`src/rtl/md_audio_pkg.sv`:
```
// md_audio_mixer shared types, constants and width helpers.
// Sequencer state, saturation limits, PSG bias, DC-blocker shift.
package md_audio_pkg;

  typedef enum logic [2:0] {
    S_IDLE,
    S_P1,
    S_P2,
    S_P3,
    S_P4,
    S_DC
  } seq_t;

  localparam int SAT_MAX  = 32767;
  localparam int SAT_MIN  = -32768;
  localparam int PSG_BIAS = 1024;
  localparam int DC_SHIFT = 9;
  localparam int GAIN_W   = 8;

  function automatic int acc_width(
    input int base,
    input int decim
  );
    return base + $clog2(decim);
  endfunction

  // gains are unsigned, so one extra bit keeps them positive when signed
  function automatic int prod_width(input int aw);
    return aw + GAIN_W + 1;
  endfunction

endpackage

```
`src/rtl/md_audio_mixer_if.sv`:
```
// md_audio_mixer sample bus: FM/PSG inputs, mute, PCM outputs.
// master drives the inputs; slave is the mixer.
interface md_audio_mixer_if;
  logic signed [8:0]  MOL;
  logic signed [8:0]  MOR;
  logic        [15:0] PSG;
  logic               MUTE;
  logic signed [15:0] AUD_L;
  logic signed [15:0] AUD_R;
  logic               AUD_STB;
  logic               AUD_OVF;

  modport master (
    output MOL, MOR, PSG, MUTE,
    input  AUD_L, AUD_R, AUD_STB, AUD_OVF
  );

  modport slave (
    input  MOL, MOR, PSG, MUTE,
    output AUD_L, AUD_R, AUD_STB, AUD_OVF
  );
endinterface

```
`src/rtl/md_audio_dcblock.sv`:
```
// md_audio_mixer per-channel DC blocker (used with MD_AUDIO_DCBLOCK_EN).
// y = x - x_prev + y_prev - (y_prev >>> 9), 18-bit, saturated to 16.
module md_audio_dcblock
  import md_audio_pkg::*;
(
  input  logic               clk,
  input  logic               rst_n,
  input  logic               i_en,
  input  logic signed [15:0] i_x,
  output logic signed [15:0] o_y,
  output logic               o_clip
);

  logic signed [15:0] r_xp;
  logic signed [15:0] r_yp;
  logic signed [17:0] w_y;

  assign w_y = 18'(i_x) - 18'(r_xp)
             + 18'(r_yp) - 18'(r_yp >>> DC_SHIFT);

  always_comb begin
    o_clip = 1'b0;
    o_y    = w_y[15:0];
    if (w_y > 18'(SAT_MAX)) begin
      o_clip = 1'b1;
      o_y    = 16'sh7fff;
    end else if (w_y < 18'(SAT_MIN)) begin
      o_clip = 1'b1;
      o_y    = 16'sh8000;
    end
  end

  // filter state tracks the clipped output, independent of mute
  always_ff @(posedge clk or negedge rst_n) begin
    if (!rst_n) begin
      r_xp <= '0;
      r_yp <= '0;
    end else if (i_en) begin
      r_xp <= i_x;
      r_yp <= o_y;
    end
  end

endmodule

```
`src/rtl/md_audio_mixer.sv`:
```
// md_audio_mixer: box-filter/decimate FM+PSG, gain, shift, saturate.
// Optional DC blocker stage enabled by MD_AUDIO_DCBLOCK_EN.
module md_audio_mixer
  import md_audio_pkg::*;
#(
  parameter int          DECIM    = 1008,
  parameter int unsigned FM_GAIN  = 16,
  parameter int unsigned PSG_GAIN = 4,
  parameter int          SHIFT    = 8
) (
  input logic        MCLK,
  input logic        SRES_n,
  md_audio_mixer_if.slave bus
);

  localparam int CW  = $clog2(DECIM);
  localparam int FW  = acc_width(9, DECIM);
  localparam int PW  = acc_width(12, DECIM);
  localparam int MW  = (FW > PW) ? FW : PW;
  localparam int PRW = prod_width(MW);
  localparam int SW  = PRW + 1;

  logic [CW-1:0]      r_cnt;
  logic               w_last;
  logic signed [11:0] w_psg;
  logic signed [FW-1:0] w_mol, w_mor;
  logic signed [PW-1:0] w_psx;
  logic signed [FW-1:0] r_acc_l, r_acc_r;
  logic signed [FW-1:0] r_hold_l, r_hold_r;
  logic signed [PW-1:0] r_acc_p, r_hold_p;

  assign w_last = (r_cnt == CW'(DECIM - 1));
  assign w_psg  = $signed({1'b0, bus.PSG[15:5]}
                          - 12'(PSG_BIAS));
  assign w_mol  = FW'(bus.MOL);
  assign w_mor  = FW'(bus.MOR);
  assign w_psx  = PW'(w_psg);

  // accumulation never stalls; the boundary sample goes into the hold
  always_ff @(posedge MCLK or negedge SRES_n) begin
    if (!SRES_n) begin
      r_cnt    <= '0;
      r_acc_l  <= '0;
      r_acc_r  <= '0;
      r_acc_p  <= '0;
      r_hold_l <= '0;
      r_hold_r <= '0;
      r_hold_p <= '0;
    end else if (w_last) begin
      r_cnt    <= '0;
      r_hold_l <= r_acc_l + w_mol;
      r_hold_r <= r_acc_r + w_mor;
      r_hold_p <= r_acc_p + w_psx;
      r_acc_l  <= '0;
      r_acc_r  <= '0;
      r_acc_p  <= '0;
    end else begin
      r_cnt   <= r_cnt + CW'(1);
      r_acc_l <= r_acc_l + w_mol;
      r_acc_r <= r_acc_r + w_mor;
      r_acc_p <= r_acc_p + w_psx;
    end
  end

  seq_t r_state, w_next;
  logic signed [PRW-1:0] w_ma, w_mb, w_mul;
  logic signed [PRW-1:0] r_prod_l, r_prod_r, r_prod_p;

  always_ff @(posedge MCLK or negedge SRES_n) begin
    if (!SRES_n) r_state <= S_IDLE;
    else         r_state <= w_next;
  end

  always_comb begin
    w_next = r_state;
    w_ma   = '0;
    w_mb   = '0;
    case (r_state)
      S_IDLE: if (w_last) w_next = S_P1;
      S_P1: begin
        w_next = S_P2;
        w_ma   = PRW'(r_hold_p);
        w_mb   = PRW'(PSG_GAIN);
      end
      S_P2: begin
        w_next = S_P3;
        w_ma   = PRW'(r_hold_l);
        w_mb   = PRW'(FM_GAIN);
      end
      S_P3: begin
        w_next = S_P4;
        w_ma   = PRW'(r_hold_r);
        w_mb   = PRW'(FM_GAIN);
      end
`ifdef MD_AUDIO_DCBLOCK_EN
      S_P4:    w_next = S_DC;
`else
      S_P4:    w_next = S_IDLE;
`endif
      default: w_next = S_IDLE;
    endcase
  end

  assign w_mul = w_ma * w_mb;

  always_ff @(posedge MCLK or negedge SRES_n) begin
    if (!SRES_n) begin
      r_prod_p <= '0;
      r_prod_l <= '0;
      r_prod_r <= '0;
    end else begin
      if (r_state == S_P1) r_prod_p <= w_mul;
      if (r_state == S_P2) r_prod_l <= w_mul;
      if (r_state == S_P3) r_prod_r <= w_mul;
    end
  end

  function automatic logic [16:0] sat16(
    input logic signed [SW-1:0] v
  );
    logic signed [SW-1:0] s;
    s = v >>> SHIFT;
    if (s > SW'(SAT_MAX))      return {1'b1, 16'h7fff};
    else if (s < SW'(SAT_MIN)) return {1'b1, 16'h8000};
    else                       return {1'b0, s[15:0]};
  endfunction

  logic signed [SW-1:0] w_sum_l, w_sum_r;
  logic [16:0]          w_sat_l, w_sat_r;

  assign w_sum_l = SW'(r_prod_l) + SW'(r_prod_p);
  assign w_sum_r = SW'(r_prod_r) + SW'(r_prod_p);
  assign w_sat_l = sat16(w_sum_l);
  assign w_sat_r = sat16(w_sum_r);

  logic               w_out_en;
  logic signed [15:0] w_out_l, w_out_r;
  logic               w_out_ovf;

`ifdef MD_AUDIO_DCBLOCK_EN
  logic signed [15:0] r_xl, r_xr;
  logic               r_xclip;
  logic signed [15:0] w_yl, w_yr;
  logic               w_cl, w_cr;

  always_ff @(posedge MCLK or negedge SRES_n) begin
    if (!SRES_n) begin
      r_xl    <= '0;
      r_xr    <= '0;
      r_xclip <= 1'b0;
    end else if (r_state == S_P4) begin
      r_xl    <= w_sat_l[15:0];
      r_xr    <= w_sat_r[15:0];
      r_xclip <= w_sat_l[16] | w_sat_r[16];
    end
  end

  md_audio_dcblock u_dc_l (
    .clk    (MCLK),
    .rst_n  (SRES_n),
    .i_en   (w_out_en),
    .i_x    (r_xl),
    .o_y    (w_yl),
    .o_clip (w_cl)
  );

  md_audio_dcblock u_dc_r (
    .clk    (MCLK),
    .rst_n  (SRES_n),
    .i_en   (w_out_en),
    .i_x    (r_xr),
    .o_y    (w_yr),
    .o_clip (w_cr)
  );

  assign w_out_en  = (r_state == S_DC);
  assign w_out_l   = w_yl;
  assign w_out_r   = w_yr;
  assign w_out_ovf = r_xclip | w_cl | w_cr;
`else
  assign w_out_en  = (r_state == S_P4);
  assign w_out_l   = w_sat_l[15:0];
  assign w_out_r   = w_sat_r[15:0];
  assign w_out_ovf = w_sat_l[16] | w_sat_r[16];
`endif

  logic signed [15:0] r_aud_l, r_aud_r;
  logic               r_stb, r_ovf;

  always_ff @(posedge MCLK or negedge SRES_n) begin
    if (!SRES_n) begin
      r_aud_l <= '0;
      r_aud_r <= '0;
      r_stb   <= 1'b0;
      r_ovf   <= 1'b0;
    end else begin
      r_stb <= w_out_en;
      if (w_out_en) begin
        r_aud_l <= bus.MUTE ? '0 : w_out_l;
        r_aud_r <= bus.MUTE ? '0 : w_out_r;
        r_ovf   <= bus.MUTE ? 1'b0 : w_out_ovf;
      end
    end
  end

  assign bus.AUD_L   = r_aud_l;
  assign bus.AUD_R   = r_aud_r;
  assign bus.AUD_STB = r_stb;
  assign bus.AUD_OVF = r_ovf;

endmodule

```
`src/flat_wrapper.sv`:
```
// flat-port wrapper written by rule: the top's interface ports become plain ports
module md_audio_mixer_flat import md_audio_pkg::*;
#(
  parameter int          DECIM    = 1008,
  parameter int unsigned FM_GAIN  = 16,
  parameter int unsigned PSG_GAIN = 4,
  parameter int          SHIFT    = 8
)
  (MCLK, SRES_n, bus_MOL, bus_MOR, bus_PSG, bus_MUTE, bus_AUD_L, bus_AUD_R, bus_AUD_STB, bus_AUD_OVF);
  md_audio_mixer_if bus_i ();
  input logic MCLK;
  input logic SRES_n;
  input wire logic [$bits(bus_i.MOL)-1:0] bus_MOL;
  input wire logic [$bits(bus_i.MOR)-1:0] bus_MOR;
  input wire logic [$bits(bus_i.PSG)-1:0] bus_PSG;
  input wire logic [$bits(bus_i.MUTE)-1:0] bus_MUTE;
  output wire logic [$bits(bus_i.AUD_L)-1:0] bus_AUD_L;
  output wire logic [$bits(bus_i.AUD_R)-1:0] bus_AUD_R;
  output wire logic [$bits(bus_i.AUD_STB)-1:0] bus_AUD_STB;
  output wire logic [$bits(bus_i.AUD_OVF)-1:0] bus_AUD_OVF;
  assign bus_i.MOL = bus_MOL;
  assign bus_i.MOR = bus_MOR;
  assign bus_i.PSG = bus_PSG;
  assign bus_i.MUTE = bus_MUTE;
  assign bus_AUD_L = bus_i.AUD_L;
  assign bus_AUD_R = bus_i.AUD_R;
  assign bus_AUD_STB = bus_i.AUD_STB;
  assign bus_AUD_OVF = bus_i.AUD_OVF;
  md_audio_mixer #(.DECIM(DECIM), .FM_GAIN(FM_GAIN), .PSG_GAIN(PSG_GAIN), .SHIFT(SHIFT)) u_core (.MCLK(MCLK), .SRES_n(SRES_n), .bus(bus_i));
endmodule
```
`config.mk`:
```
export PLATFORM = sky130hd
export DESIGN_NAME = md_audio_mixer_flat
export DESIGN_NICKNAME = d
export VERILOG_FILES = /design/src/rtl/md_audio_pkg.sv /design/src/rtl/md_audio_mixer_if.sv /design/src/rtl/md_audio_dcblock.sv /design/src/rtl/md_audio_mixer.sv /design/src/flat_wrapper.sv
export SDC_FILE = /design/constraint.sdc
export NUM_CORES = 1
export LEC_CHECK = 0
export ABC_AREA = 0
export BUFFER_PORTS_ARGS = -buffer_cell sky130_fd_sc_hd__buf_2
export CAP_MARGIN = 20
export CORE_MARGIN = 2
export CORE_UTILIZATION = 40
export CTS_CLUSTER_SIZE = 28
export DETAILED_ROUTE_END_ITERATION = 10
export HOLD_SLACK_MARGIN = 0.15
export PLACE_DENSITY = 0.65
export SYNTH_ARGS = -nofsm -noshare
export SYNTH_HDL_FRONTEND = slang
export SYNTH_HIERARCHICAL = 1
export SYNTH_SLANG_ARGS = --single-unit
```
`constraint.sdc`:
```
create_clock -name MCLK -period 5.7 [get_ports MCLK]
set_clock_uncertainty 0.05 [all_clocks]
set_input_delay 1.14 -clock MCLK [delete_from_list [all_inputs] [get_ports MCLK]]
set_output_delay 1.14 -clock MCLK [all_outputs]
set_load 0.02 [all_outputs]
```
==> summary.md <==
| Metric | Value |
|---|---|
| Hold WS | `423 ps` |
| First-pass GRT wire length | `59,900 um` |
| Clk slew on worst S/H paths | `60 ps` |
| Top post-synthesis cells by area | `dfrtp_1 (40%), ha_1 (14%), nand2_1 (5.4%)` |
| Top post-synthesis cells by count | `dfrtp_1 (254), nand2_1 (230), ha_1 (180)` |
| Post-synth EDFFs | `0` |
| # H-tree levels | `1` |
| Setup TNS Final | `0 ps` |
| Worst IR drop on VDD | `273 uV` |
| Register bit count reported by yosys | `254` |
| DRC | `0` |
| Outcome | `completed` |
| CTS tree | `built` |
| Initial antenna violation count | `0` |
| Maxcap violations | `0` |
| Avg Inst Size Synth | `9.25 um2` |
| Final setup viols | `0` |
| Worst rel slew slack | `37.1%` |
| Hold Fails Final Rpt | `0` |
| Yosys warnings | `6` |
| WP data required | `6120 ps` |
| Total clock sinks | `254` |
| Crit path max-delay cell type | `a2111oi_1` |
| Inserted Clock Buffers | `28` |
| NumNets Final | `2,001` |
| Total wire length | `35,600 um` |
| Initial DRC Count | `751` |
| Met2 Use GR | `28.8%` |
| Tot Pwr | `6.11 mW` |
| Dpl ws | `376 ps` |
| LEAKAGE | `9.00 nW` |
| Initial Util | `40.4%` |
| Final worst-path cycle share | `91.7%` |
| CP peak stage delay | `500 ps` |
| Tmin final | `5230 ps` |
| Clk root buf | `clkbuf_16` |
| Power density cells | `341 nW/um2` |
| DR vias/cell | `5.34` |
| CP Max Fanout | `8` |
| CTS Buffer Depth | `3` |
| Crit end category | `flip-flop` |
| Final ANT Viol Nets | `0` |
| Via count | `12,400` |
| Hpwl dp | `26,400 um` |
| Cell Area, Synth | `16,000 um2` |
| Final worst slack | `471 ps` |
| Die ar. | `41,700 um2` |
| Core Footprint | `39,600 um2` |
| I/O Buffers | `65` |
| Synth unique cells | `85` |
| Routed wire length per instance | `15.3 um` |
| IO Pins | `71` |
| Largest net degree at the start of global routing | `123` |
| Vias in the first global route | `12,000` |
| Crit path kind | `flip-flop to flip-flop` |
| Post-synth top flop | `dfrtp_1` |
| Area leader, netlist | `dfrtp_1` |
| # diodes | `0` |
| CTS hold repair buffers | `0` |
| RSZ-0062 raised after global routing | `no` |
| Top delay family on crit path | `compound AO/OA/AOI/OAI gates` |
| Layout cells sized above 1 | `10.6%` |
| Final GP Congestion | `0.860` |
| Die height | `204 um` |
| Yosys top cell area share | `39.7%` |
| Worst setup SP type | `flip-flop` |
| Cell Rows | `73` |
| Die width | `204 um` |
| Total Routing Usage GR | `17.3%` |
| Peak Freq | `191 MHz` |
| Clock latency on the worst-skew pair | `560 ps` |
| Grt total ovfl | `0` |
| Worst Hold Class | `flip-flop to flip-flop` |
| Met3 Use GR | `2.04%` |
| Most common cell in the netlist | `dfrtp_1` |
| Cell with the most instances on the worst path | `ha_1` |
| Grt peak-use layer | `met2` |
| Critical path buffers and inverters | `0` |
| Final Max Tran Viols | `0` |
| Syn Inst Count | `1,732` |
| Synth-to-Final Area Change | `12.0%` |
| M1 GR Usage | `23.9%` |
| Router iterations before antenna repair | `5` |
| Synth async-reset ratio | `100%` |
| Critical Path, Cell by Cell | `nor3_2, and2_1, ha_1, ha_1, ha_1, fa_1, a21o_1, a21oi_1, o21ai_1, a2111oi_1, o41ai_1, a211oi_1, nor2b_1, or4_1, a311oi_1, a41oi_1, o21ai_0` |
| Sequential fraction of the synthesis area | `39.7%` |
| Worst EP arrival | `5650 ps` |
| Syn nets | `1,954` |
| Slew @ Worst Pin | `944 ps` |
| Post CTS Setup Buffer Count | `0` |
[registers in the layout, indices dropped and copies added, names as in the netlist]
register,cells
u_core/r_prod_l,29
u_core/r_cnt,10
u_core/r_hold_l,19
u_core/r_prod_r,29
u_core/bus.AUD_R,16
u_core/r_acc_r,19
u_core/r_hold_p,22
u_core/r_state,3
u_core/r_hold_r,19
u_core/r_prod_p,29
u_core/r_acc_p,22
u_core/bus.AUD_STB,1
u_core/r_acc_l,19
u_core/bus.AUD_L,16
u_core/bus.AUD_OVF,1
[worst reg2reg max path, cell delays in order, from the launching register on]
cell	delay, ps
dfrtp_1	440
nor3_2	450
and2_1	200
ha_1	230
ha_1	300
ha_1	230
fa_1	420
a21o_1	180
a21oi_1	260
o21ai_1	140
a2111oi_1	500
o41ai_1	270
a211oi_1	270
nor2b_1	110
or4_1	460
a311oi_1	340
a41oi_1	110
o21ai_0	190
[cell type report]
type / instances / area [um2]
Fill cell: 3868 / 21700
Multi-Input combinational cell: 1372 / 9260
Sequential cell: 254 / 6360
Clock buffer: 35 / 767
Tap cell: 525 / 657
Timing Repair Buffer: 80 / 473
Clock inverter: 16 / 251
Inverter: 43 / 161
[logic make-up (layout without fill, tap and decap cells)]
logic type / Yosys count / count (layout) / synth area share, %
flops: 254 / 254 / 39.7
buf+inv: 106 / 174 / 2.56
fa+ha+maj: 185 / 185 / 14.7
xor+xnor: 112 / 112 / 6.13
simple gates: 569 / 569 / 16.3
mux: 28 / 28 / 1.78
compound gates: 478 / 478 / 18.8
[metrics by stage]
stage                     util (%)  cell area [um2]  cells
after floorplan                  -            16000   1732
after global placement        42.6            16900   2273
after detailed placement      42.6            16900   2273
after CTS                     45.2            17900   2324
after global routing          45.2            17900   2325
final                         45.2            17900   2325
[path summary, 6_finish.rpt]
check	cells past startpoint	start	end	slack (ps)
worst max-delay path	17	u_core/r_state[2]	u_core/r_prod_p[30]	470
worst min-delay path	2	u_core/r_hold_p[1]	u_core/r_prod_p[3]	420
worst max register to register	17	u_core/r_state[2]	u_core/r_prod_p[30]	470
worst min register to register	2	u_core/r_hold_p[1]	u_core/r_prod_p[3]	420
max in group asynchronous	2	SRES_n	u_core/r_prod_l[24]	3800
min in group asynchronous	1	SRES_n	u_core/bus.AUD_L[0]	620
[routing by layer]
metal / up-vias / part of all wire (%)
met1: 5868 / 48
met5: - / 0
met2: 234 / 46
met3: 54 / 3.8
met4: 0 / 2.5
li1: 6265 / -
[cell usage in the layout, fill, tap and decap left out, drive strengths merged, types with 5 or more instances in the layout]
master    n
or3      13
o21bai   10
nand2b   18
nor2    132
xor2     59
a31o      6
buf      80
a211oi    8
xnor2    53
clkbuf   35
inv      44
a21oi   137
nand2   240
fa        5
nand3    30
nor3     31
or2      14
nor2b    12
o211ai   10
a31oi    16
o21a      8
and2     38
nand4    13
bufinv    6
a221o    15
a21o     44
clkinv    8
o31ai     5
ha      180
o21ai   171
dfrtp   254
mux2i    24
and3     13
[what timing repair did]
| item | in CTS | in global routing |
|---|---|---|
| endpoints found under the hold margin | 0 | 0 |
| gates resized for setup | 0 | 1 |
| endpoints found under the setup margin | 0 | 6 |
[report_power, final]
part | switching, mW | total [mW] | internal, mW
clock network | 0.751 | 1.98 | 1.23
registers | 0.0769 | 2.13 | 2.06
logic | 1.18 | 2.00 | 0.814
total | 2.01 | 6.11 | 4.10
Power figures use the tool's default switching activity.
